**src/rtl/wb_pkg.sv**
```systemverilog
// Shared types and helpers for the write-back arbiter: address-width helper,
// default-width write entry and the arbitration source select.
package wb_pkg;

   function automatic int unsigned addr_w(input int unsigned reg_number);
      return int'($clog2(reg_number)) + 1;
   endfunction

   localparam int unsigned WB_MODE       = 32;
   localparam int unsigned WB_REG_NUMBER = 32;
   localparam int unsigned WB_ADDR_W     = addr_w(WB_REG_NUMBER);

   typedef struct packed {
      logic [WB_ADDR_W-1:0] rd;
      logic [WB_MODE-1:0]   data;
   } wb_entry_t;

   typedef enum logic [1:0] {
      SRC_NONE = 2'd0,
      SRC_ALU  = 2'd1,
      SRC_LD   = 2'd2
   } wb_src_e;

endpackage

```
**src/rtl/wb_fifo.sv**
```systemverilog
// Synchronous FIFO holding pending load results. Storage is not reset; only
// pointers and occupancy count are cleared by the async active-low reset.
module wb_fifo
   import wb_pkg::*;
#(
   parameter int unsigned DEPTH   = 4,
   parameter type         entry_t = wb_entry_t,
   localparam int unsigned PTR_W  = $clog2(DEPTH),
   localparam int unsigned CNT_W  = $clog2(DEPTH + 1)
) (
   input  logic             clk,
   input  logic             rst_n,
   input  logic             push_i,
   input  entry_t           wdata_i,
   input  logic             pop_i,
   output entry_t           rdata_o,
   output logic             full_o,
   output logic             empty_o,
   output logic [CNT_W-1:0] count_o
);

   entry_t           mem_q [DEPTH];
   logic [PTR_W-1:0] wr_ptr_q, wr_ptr_d;
   logic [PTR_W-1:0] rd_ptr_q, rd_ptr_d;
   logic [CNT_W-1:0] count_q, count_d;
   logic             do_push;
   logic             do_pop;

   assign full_o  = (count_q == CNT_W'(DEPTH));
   assign empty_o = (count_q == '0);
   assign count_o = count_q;
   assign rdata_o = mem_q[rd_ptr_q];

   // Guard against over/underflow even if the caller misbehaves.
   assign do_push = push_i && !full_o;
   assign do_pop  = pop_i && !empty_o;

   always_comb begin
      wr_ptr_d = wr_ptr_q;
      rd_ptr_d = rd_ptr_q;
      count_d  = count_q;
      if (do_push) begin
         wr_ptr_d = wr_ptr_q + PTR_W'(1);
      end
      if (do_pop) begin
         rd_ptr_d = rd_ptr_q + PTR_W'(1);
      end
      unique case ({do_push, do_pop})
         2'b10:   count_d = count_q + CNT_W'(1);
         2'b01:   count_d = count_q - CNT_W'(1);
         default: count_d = count_q;
      endcase
   end

   always_ff @(posedge clk or negedge rst_n) begin
      if (!rst_n) begin
         wr_ptr_q <= '0;
         rd_ptr_q <= '0;
         count_q  <= '0;
      end else begin
         wr_ptr_q <= wr_ptr_d;
         rd_ptr_q <= rd_ptr_d;
         count_q  <= count_d;
      end
   end

   always_ff @(posedge clk) begin
      if (do_push) begin
         mem_q[wr_ptr_q] <= wdata_i;
      end
   end

endmodule

```
**src/rtl/wb_arbiter.sv**
```systemverilog
// Write-back arbiter owning the register-file write port: merges ALU results
// and FIFO-buffered load results with a starvation guard. Optional read
// forwarding is enabled with the WB_BYPASS_EN macro.
module wb_arbiter
   import wb_pkg::*;
#(
   parameter int unsigned MODE       = 32,
   parameter int unsigned REG_NUMBER = 32,
   parameter int unsigned FIFO_DEPTH = 4,
   parameter int unsigned STARVE_MAX = 4,
   localparam int unsigned ADDR_W    = addr_w(REG_NUMBER)
) (
   input  logic              clk,
   input  logic              reset_n,
   input  logic              alu_valid,
   input  logic [ADDR_W-1:0] alu_rd,
   input  logic [MODE-1:0]   alu_data,
   output logic              alu_stall,
   input  logic              ld_valid,
   output logic              ld_ready,
   input  logic [ADDR_W-1:0] ld_rd,
   input  logic [MODE-1:0]   ld_data,
   output logic              rf_write,
   output logic [ADDR_W-1:0] rf_sel_write_reg,
   output logic [MODE-1:0]   rf_data_in,
   output logic              busy
`ifdef WB_BYPASS_EN
  ,input  logic [ADDR_W-1:0] rs1_sel,
   input  logic [ADDR_W-1:0] rs2_sel,
   input  logic [MODE-1:0]   rf_rdata1,
   input  logic [MODE-1:0]   rf_rdata2,
   output logic [MODE-1:0]   fwd_data1,
   output logic [MODE-1:0]   fwd_data2
`endif
);

   localparam int unsigned CNT_W = $clog2(FIFO_DEPTH + 1);
   localparam int unsigned SW    = $clog2(STARVE_MAX + 1);

   // Same layout as wb_entry_t, but sized by this instance's parameters.
   typedef struct packed {
      logic [ADDR_W-1:0] rd;
      logic [MODE-1:0]   data;
   } entry_t;

   entry_t            ld_entry;
   entry_t            alu_entry;
   entry_t            fifo_rdata;
   entry_t            issue;
   logic              fifo_full;
   logic              fifo_empty;
   logic [CNT_W-1:0]  fifo_count;
   logic              push;
   logic              pop;
   logic              rd_ok;
   wb_src_e           src;

   logic              rf_write_q, rf_write_d;
   logic [ADDR_W-1:0] rf_sel_q,   rf_sel_d;
   logic [MODE-1:0]   rf_data_q,  rf_data_d;
   logic              alu_stall_q, alu_stall_d;
   logic [SW-1:0]     starve_q,   starve_d;

   assign ld_entry  = '{rd: ld_rd,  data: ld_data};
   assign alu_entry = '{rd: alu_rd, data: alu_data};
   assign push      = ld_valid && !fifo_full;

   wb_fifo #(
      .DEPTH   (FIFO_DEPTH),
      .entry_t (entry_t)
   ) u_fifo (
      .clk     (clk),
      .rst_n   (reset_n),
      .push_i  (push),
      .wdata_i (ld_entry),
      .pop_i   (pop),
      .rdata_o (fifo_rdata),
      .full_o  (fifo_full),
      .empty_o (fifo_empty),
      .count_o (fifo_count)
   );

   // Arbitration, write-port next state and starvation tracking.
   always_comb begin
      src         = SRC_NONE;
      pop         = 1'b0;
      issue       = fifo_rdata;
      rd_ok       = 1'b0;
      rf_write_d  = 1'b0;
      rf_sel_d    = rf_sel_q;
      rf_data_d   = rf_data_q;
      alu_stall_d = 1'b0;
      starve_d    = '0;

      if (alu_stall_q && !fifo_empty) begin
         src = SRC_LD;
      end else if (alu_valid && !alu_stall_q) begin
         src = SRC_ALU;
      end else if (!fifo_empty) begin
         src = SRC_LD;
      end

      pop = (src == SRC_LD);
      if (src == SRC_ALU) begin
         issue = alu_entry;
      end

      // Out-of-range or r0 destinations are consumed but never written.
      rd_ok      = (issue.rd != '0) && (32'(issue.rd) < REG_NUMBER);
      rf_write_d = (src != SRC_NONE) && rd_ok;
      if (rf_write_d) begin
         rf_sel_d  = issue.rd;
         rf_data_d = issue.data;
      end

      if (!fifo_empty && (src == SRC_ALU)) begin
         if (starve_q == SW'(STARVE_MAX - 1)) begin
            alu_stall_d = 1'b1;
         end else begin
            starve_d = starve_q + SW'(1);
         end
      end
   end

   always_ff @(posedge clk or negedge reset_n) begin
      if (!reset_n) begin
         rf_write_q  <= 1'b0;
         rf_sel_q    <= '0;
         rf_data_q   <= '0;
         alu_stall_q <= 1'b0;
         starve_q    <= '0;
      end else begin
         rf_write_q  <= rf_write_d;
         rf_sel_q    <= rf_sel_d;
         rf_data_q   <= rf_data_d;
         alu_stall_q <= alu_stall_d;
         starve_q    <= starve_d;
      end
   end

   assign rf_write         = rf_write_q;
   assign rf_sel_write_reg = rf_sel_q;
   assign rf_data_in       = rf_data_q;
   assign alu_stall        = alu_stall_q;
   assign ld_ready         = !fifo_full;
   assign busy             = (fifo_count != '0);

`ifdef WB_BYPASS_EN
   // Covers the cycle where the register file still returns the old value.
   assign fwd_data1 = (rf_write_q && (rf_sel_q == rs1_sel) && (rs1_sel != '0))
                      ? rf_data_q : rf_rdata1;
   assign fwd_data2 = (rf_write_q && (rf_sel_q == rs2_sel) && (rs2_sel != '0))
                      ? rf_data_q : rf_rdata2;
`endif

   a_alu_stall_respected: assert property (
      @(posedge clk) disable iff (!reset_n) !(alu_stall_q && alu_valid)
   );

endmodule

```
**config.mk**
```make
export PLATFORM = sky130hd
export DESIGN_NAME = wb_arbiter
export DESIGN_NICKNAME = d
export VERILOG_FILES = /design/src/rtl/wb_pkg.sv /design/src/rtl/wb_fifo.sv /design/src/rtl/wb_arbiter.sv
export SDC_FILE = /design/constraint.sdc
export NUM_CORES = 1
export LEC_CHECK = 0
export ABC_AREA = 1
export ABC_CLOCK_PERIOD_IN_PS = 4500
export BUFFER_PORTS_ARGS = -buffer_cell sky130_fd_sc_hd__buf_2
export CAP_MARGIN = 10
export CELL_PAD_IN_SITES_DETAIL_PLACEMENT = 0
export CELL_PAD_IN_SITES_GLOBAL_PLACEMENT = 1
export CORE_AREA = 2 2 136 138
export CTS_CLUSTER_SIZE = 8
export DETAILED_ROUTE_END_ITERATION = 6
export DIE_AREA = 0 0 138 140
export GPL_TIMING_DRIVEN = 0
export HOLD_SLACK_MARGIN = 0.12
export PLACE_DENSITY_LB_ADDON = 0.15
export REMOVE_ABC_BUFFERS = 1
export SYNTH_ARGS = -nofsm -noshare
export SYNTH_HDL_FRONTEND = slang
export SYNTH_SLANG_ARGS = --single-unit
export TNS_END_PERCENT = 1
```
**constraint.sdc**
```tcl
create_clock -name clk -period 4.5 [get_ports clk]
set_input_delay 0.9 -clock clk [delete_from_list [all_inputs] [get_ports clk]]
set_output_delay 0.9 -clock clk [all_outputs]
set_load 0.01 [all_outputs]
```
==> flow_metrics.env <==
export IMPL_regToRegStartpoint="u_fifo.rd_ptr_q[0]$_DFFE_PN0P_"
export IMPL_grt_overflow=0
export IMPL_io_pins=122
export IMPL_io_buffers=121
export IMPL_maxCapViolations=0
export IMPL_yosys_cell_types_count=31
export IMPL_ys_warn_count=0
export IMPL_startpoint="u_fifo.rd_ptr_q[0]$_DFFE_PN0P_"
export IMPL_diodes=0
export IMPL_r2r_setup_slack_ns=0.82
export IMPL_clk_path_buf_depth=3
export IMPL_final_instance_count_excl_fill=1123
export IMPL_critical_path_slowest_cell="o21bai_4"
export IMPL_clk_latency_ns=0.52
export IMPL_core_area_mm2=0.01778
export IMPL_tns_ns=0
export IMPL_syn_area_mm2=0.008376
export IMPL_fmax_ghz=0.2714
export IMPL_critPathCaptureType="register"
export IMPL_cp_endpoint="rf_sel_write_reg[5]$_DFFE_PN0P_"
export IMPL_period_share_pct=81.88
export IMPL_wl_um=19640
export IMPL_root_buffer="clkbuf_16"
export IMPL_numCtsBuffers=29
export IMPL_largest_reg_flops=152
export IMPL_ant_nets=0
export IMPL_grt_pass1_wl_um=31280
export IMPL_synthTopCellsByArea="edfxtp_1, dfrtp_1, nand2_1, a21oi_1, nand3_1"
export IMPL_syn_inst=753
export IMPL_pre_cts_ws_ns=0.7685
export IMPL_synth_top_cell_area_share_pct=54.50
export IMPL_required_ns=4.94
export IMPL_place_congestion=0.7260
export IMPL_powerDensity_mw_per_mm2=671.2
export IMPL_grt_pass1_vias=5855
export IMPL_floorplan_initialDensity_pct=47.11
export IMPL_rsz0062_at_grt="false"
export IMPL_clk_pin_slew_worst_paths_ns=0.05
export IMPL_rr_endpoint="rf_sel_write_reg[5]$_DFFE_PN0P_"
export IMPL_worst_path_stages=11
export IMPL_cts_tree="done"
export IMPL_setup_viol=0
export IMPL_antenna_found_initial=3
export IMPL_finalNetCount=961
export IMPL_slew_headroom_pct=25.53
export IMPL_path_class="reg -> reg"
export IMPL_fin_hold_ws_ns=0.3687
export IMPL_area_growth_pct=20.71
export IMPL_critical_path_most_common_cell="nand2_1"
export IMPL_first_pass_iters=5
export IMPL_path_cells="buf_12, inv_2, buf_12, nand2_1, nand3_1, nand2_1, o21ai_0, nand2_1, o21bai_4, inv_1, nor2_1"
export IMPL_hp_class="in -> async"
export IMPL_post_route_min_period_ns=3.684
export IMPL_wl_per_cell_um=17.49
export IMPL_vias=5727
export IMPL_drv_slew=0
export IMPL_post_drt_via_cell_ratio=5.100
export IMPL_cpLargestDelayFamily="buffers and inverters"
export IMPL_dp_hpwl_um=11860
export IMPL_fp_dieW_um=138
export IMPL_r2r_cells=11
export IMPL_power_leakage_uw=0.004364
export IMPL_worstSetupStartpointType="register"
export IMPL_drive_gt1_share_pct=19.69
export IMPL_design_area_mm2=0.01011
export IMPL_drt_initial_drc_count=262
export IMPL_critPathMaxStageDelay_ns=0.90
export IMPL_worst_slew_pin_slew_ns=1.114
export IMPL_hold_buffers=0
export IMPL_grtUsageTotal_pct=20.49
export IMPL_critPathBufInv=4
export IMPL_worst_ep_arrival_time_ns=4.13
export IMPL_yosysSeqAreaShare_pct=69.44
export IMPL_ctsResizeCount=0
export IMPL_hold_viol=0
export IMPL_synth_seq_cells=202
export IMPL_cts_setup_buffers=0
export IMPL_postSynthAreaPerCell_um2=11.12
export IMPL_rows=49
export IMPL_drc=0
export IMPL_dpl_instance_area_mm2=0.009296
export IMPL_dp_cells=1072
export IMPL_status="complete, no violations"
export IMPL_grt_max_degree=49
export IMPL_cp_max_fo=48
export IMPL_synth_top_area_cell="edfxtp_1"
export IMPL_fin_skew_ns=0.01326
export IMPL_max_vdd_ir_drop_uv=398.8
export IMPL_die_h_um=140
export IMPL_htreeDepth=1
export IMPL_cts_sinks=202
export IMPL_setup_ws_ns=0.8155
export IMPL_dieArea_mm2=0.01932
[cells by family after synthesis]
| family | synth area share, % |
|---|---|
| simple gates | 16.88 |
| flops | 69.44 |
| compound gates | 7.395 |
| buf+inv | 4.736 |
| fa+ha+maj | 1.135 |
| xor+xnor | 0.4184 |
[cells in the mapped netlist]
| library cell | n |
|---|---|
| o31ai_1 | 32 |
| nor3_1 | 1 |
| ha_1 | 6 |
| buf_1 | 7 |
| or2_2 | 1 |
| or2_0 | 2 |
| or2_1 | 2 |
| nand3_1 | 50 |
| nand3_2 | 1 |
| nor2_1 | 19 |
| o21ai_0 | 4 |
| buf_6 | 5 |
| inv_2 | 3 |
| xor2_1 | 3 |
| buf_2 | 16 |
| inv_1 | 38 |
| xnor2_1 | 1 |
| nand2_2 | 1 |
| o21bai_4 | 1 |
| nor2_4 | 1 |
| clkbuf_2 | 1 |
| edfxtp_1 | 152 |
| nand2_1 | 272 |
| dfrtp_1 | 50 |
| clkbuf_1 | 7 |
| o21ai_1 | 2 |
| a21oi_1 | 66 |
| clkinv_1 | 1 |
| nor3b_1 | 1 |
| buf_4 | 6 |
| fa_1 | 1 |
[power breakdown]
part | internal, uW | total [uW] | leakage, uW | switching (uW)
Clock | 1190 | 1920 | 0.000386 | 724
Combinational | 734 | 2100 | 0.00197 | 1360
Sequential | 2520 | 2770 | 0.00201 | 251
Total | 4450 | 6790 | 0.00436 | 2340
[how the worst min path moves through the flow]
stage                                      from                            end  slack (ns)  cells after the start
after floorplan           starve_q[0]$_DFF_PN0_          starve_q[0]$_DFF_PN0_        0.42                      1
after global placement    starve_q[0]$_DFF_PN0_          starve_q[0]$_DFF_PN0_        0.43                      1
after detailed placement  starve_q[0]$_DFF_PN0_          starve_q[0]$_DFF_PN0_        0.43                      1
after CTS                               reset_n  u_fifo.count_o[2]$_DFFE_PN0P_        0.38                      1
after global routing                    reset_n  u_fifo.count_o[2]$_DFFE_PN0P_        0.39                      1
final                                   reset_n  u_fifo.count_o[1]$_DFFE_PN0P_        0.37                      1
[worst register-to-register path: stages (launching register included)]
cell and delay [ns]:
dfrtp_2 0.64, buf_12 0.30, inv_2 0.57, buf_12 0.30, nand2_1 0.09, nand3_1 0.07
nand2_1 0.08, o21ai_0 0.22, nand2_1 0.16, o21bai_4 0.90, inv_1 0.14, nor2_1 0.13
[per-stage QoR]
step / power [uW] / utilization, %
after floorplan: 4031 / -
after global placement: 4759 / 50.78
after detailed placement: 4935 / 52.29
after CTS: 6876 / 56.86
after global routing: 7255 / 56.86
final: 6786 / 56.86
[cell type report]
class                   instances  area, um^2
fillers                      1528        7670
clock buffers                  50       804.5
clock inverters                 1       8.758
inverters                      42       157.7
repair buffers                132       840.8
flip-flops and latches        202        5818
well taps                     229       286.5
multi-input cells             467        2193
[metal layers]
layer,track usage (%),share of wire (%)
met1,26.12,42
met2,36.19,50
met3,4.376,6.8
met5,0,0.071
met4,4.726,1.4
[cells in the final DEF, fill, tap and decap left out, drive strengths merged]
cell	n
a21oi	66
buf	132
clkbuf	50
clkinv	2
dfrtp	50
edfxtp	152
fa	1
ha	6
inv	41
nand2	273
nand3	51
nor2	20
nor3	1
nor3b	1
o21ai	6
o21bai	1
o31ai	32
or2	5
xnor2	1
xor2	3
(Power assumes the default switching activity.)
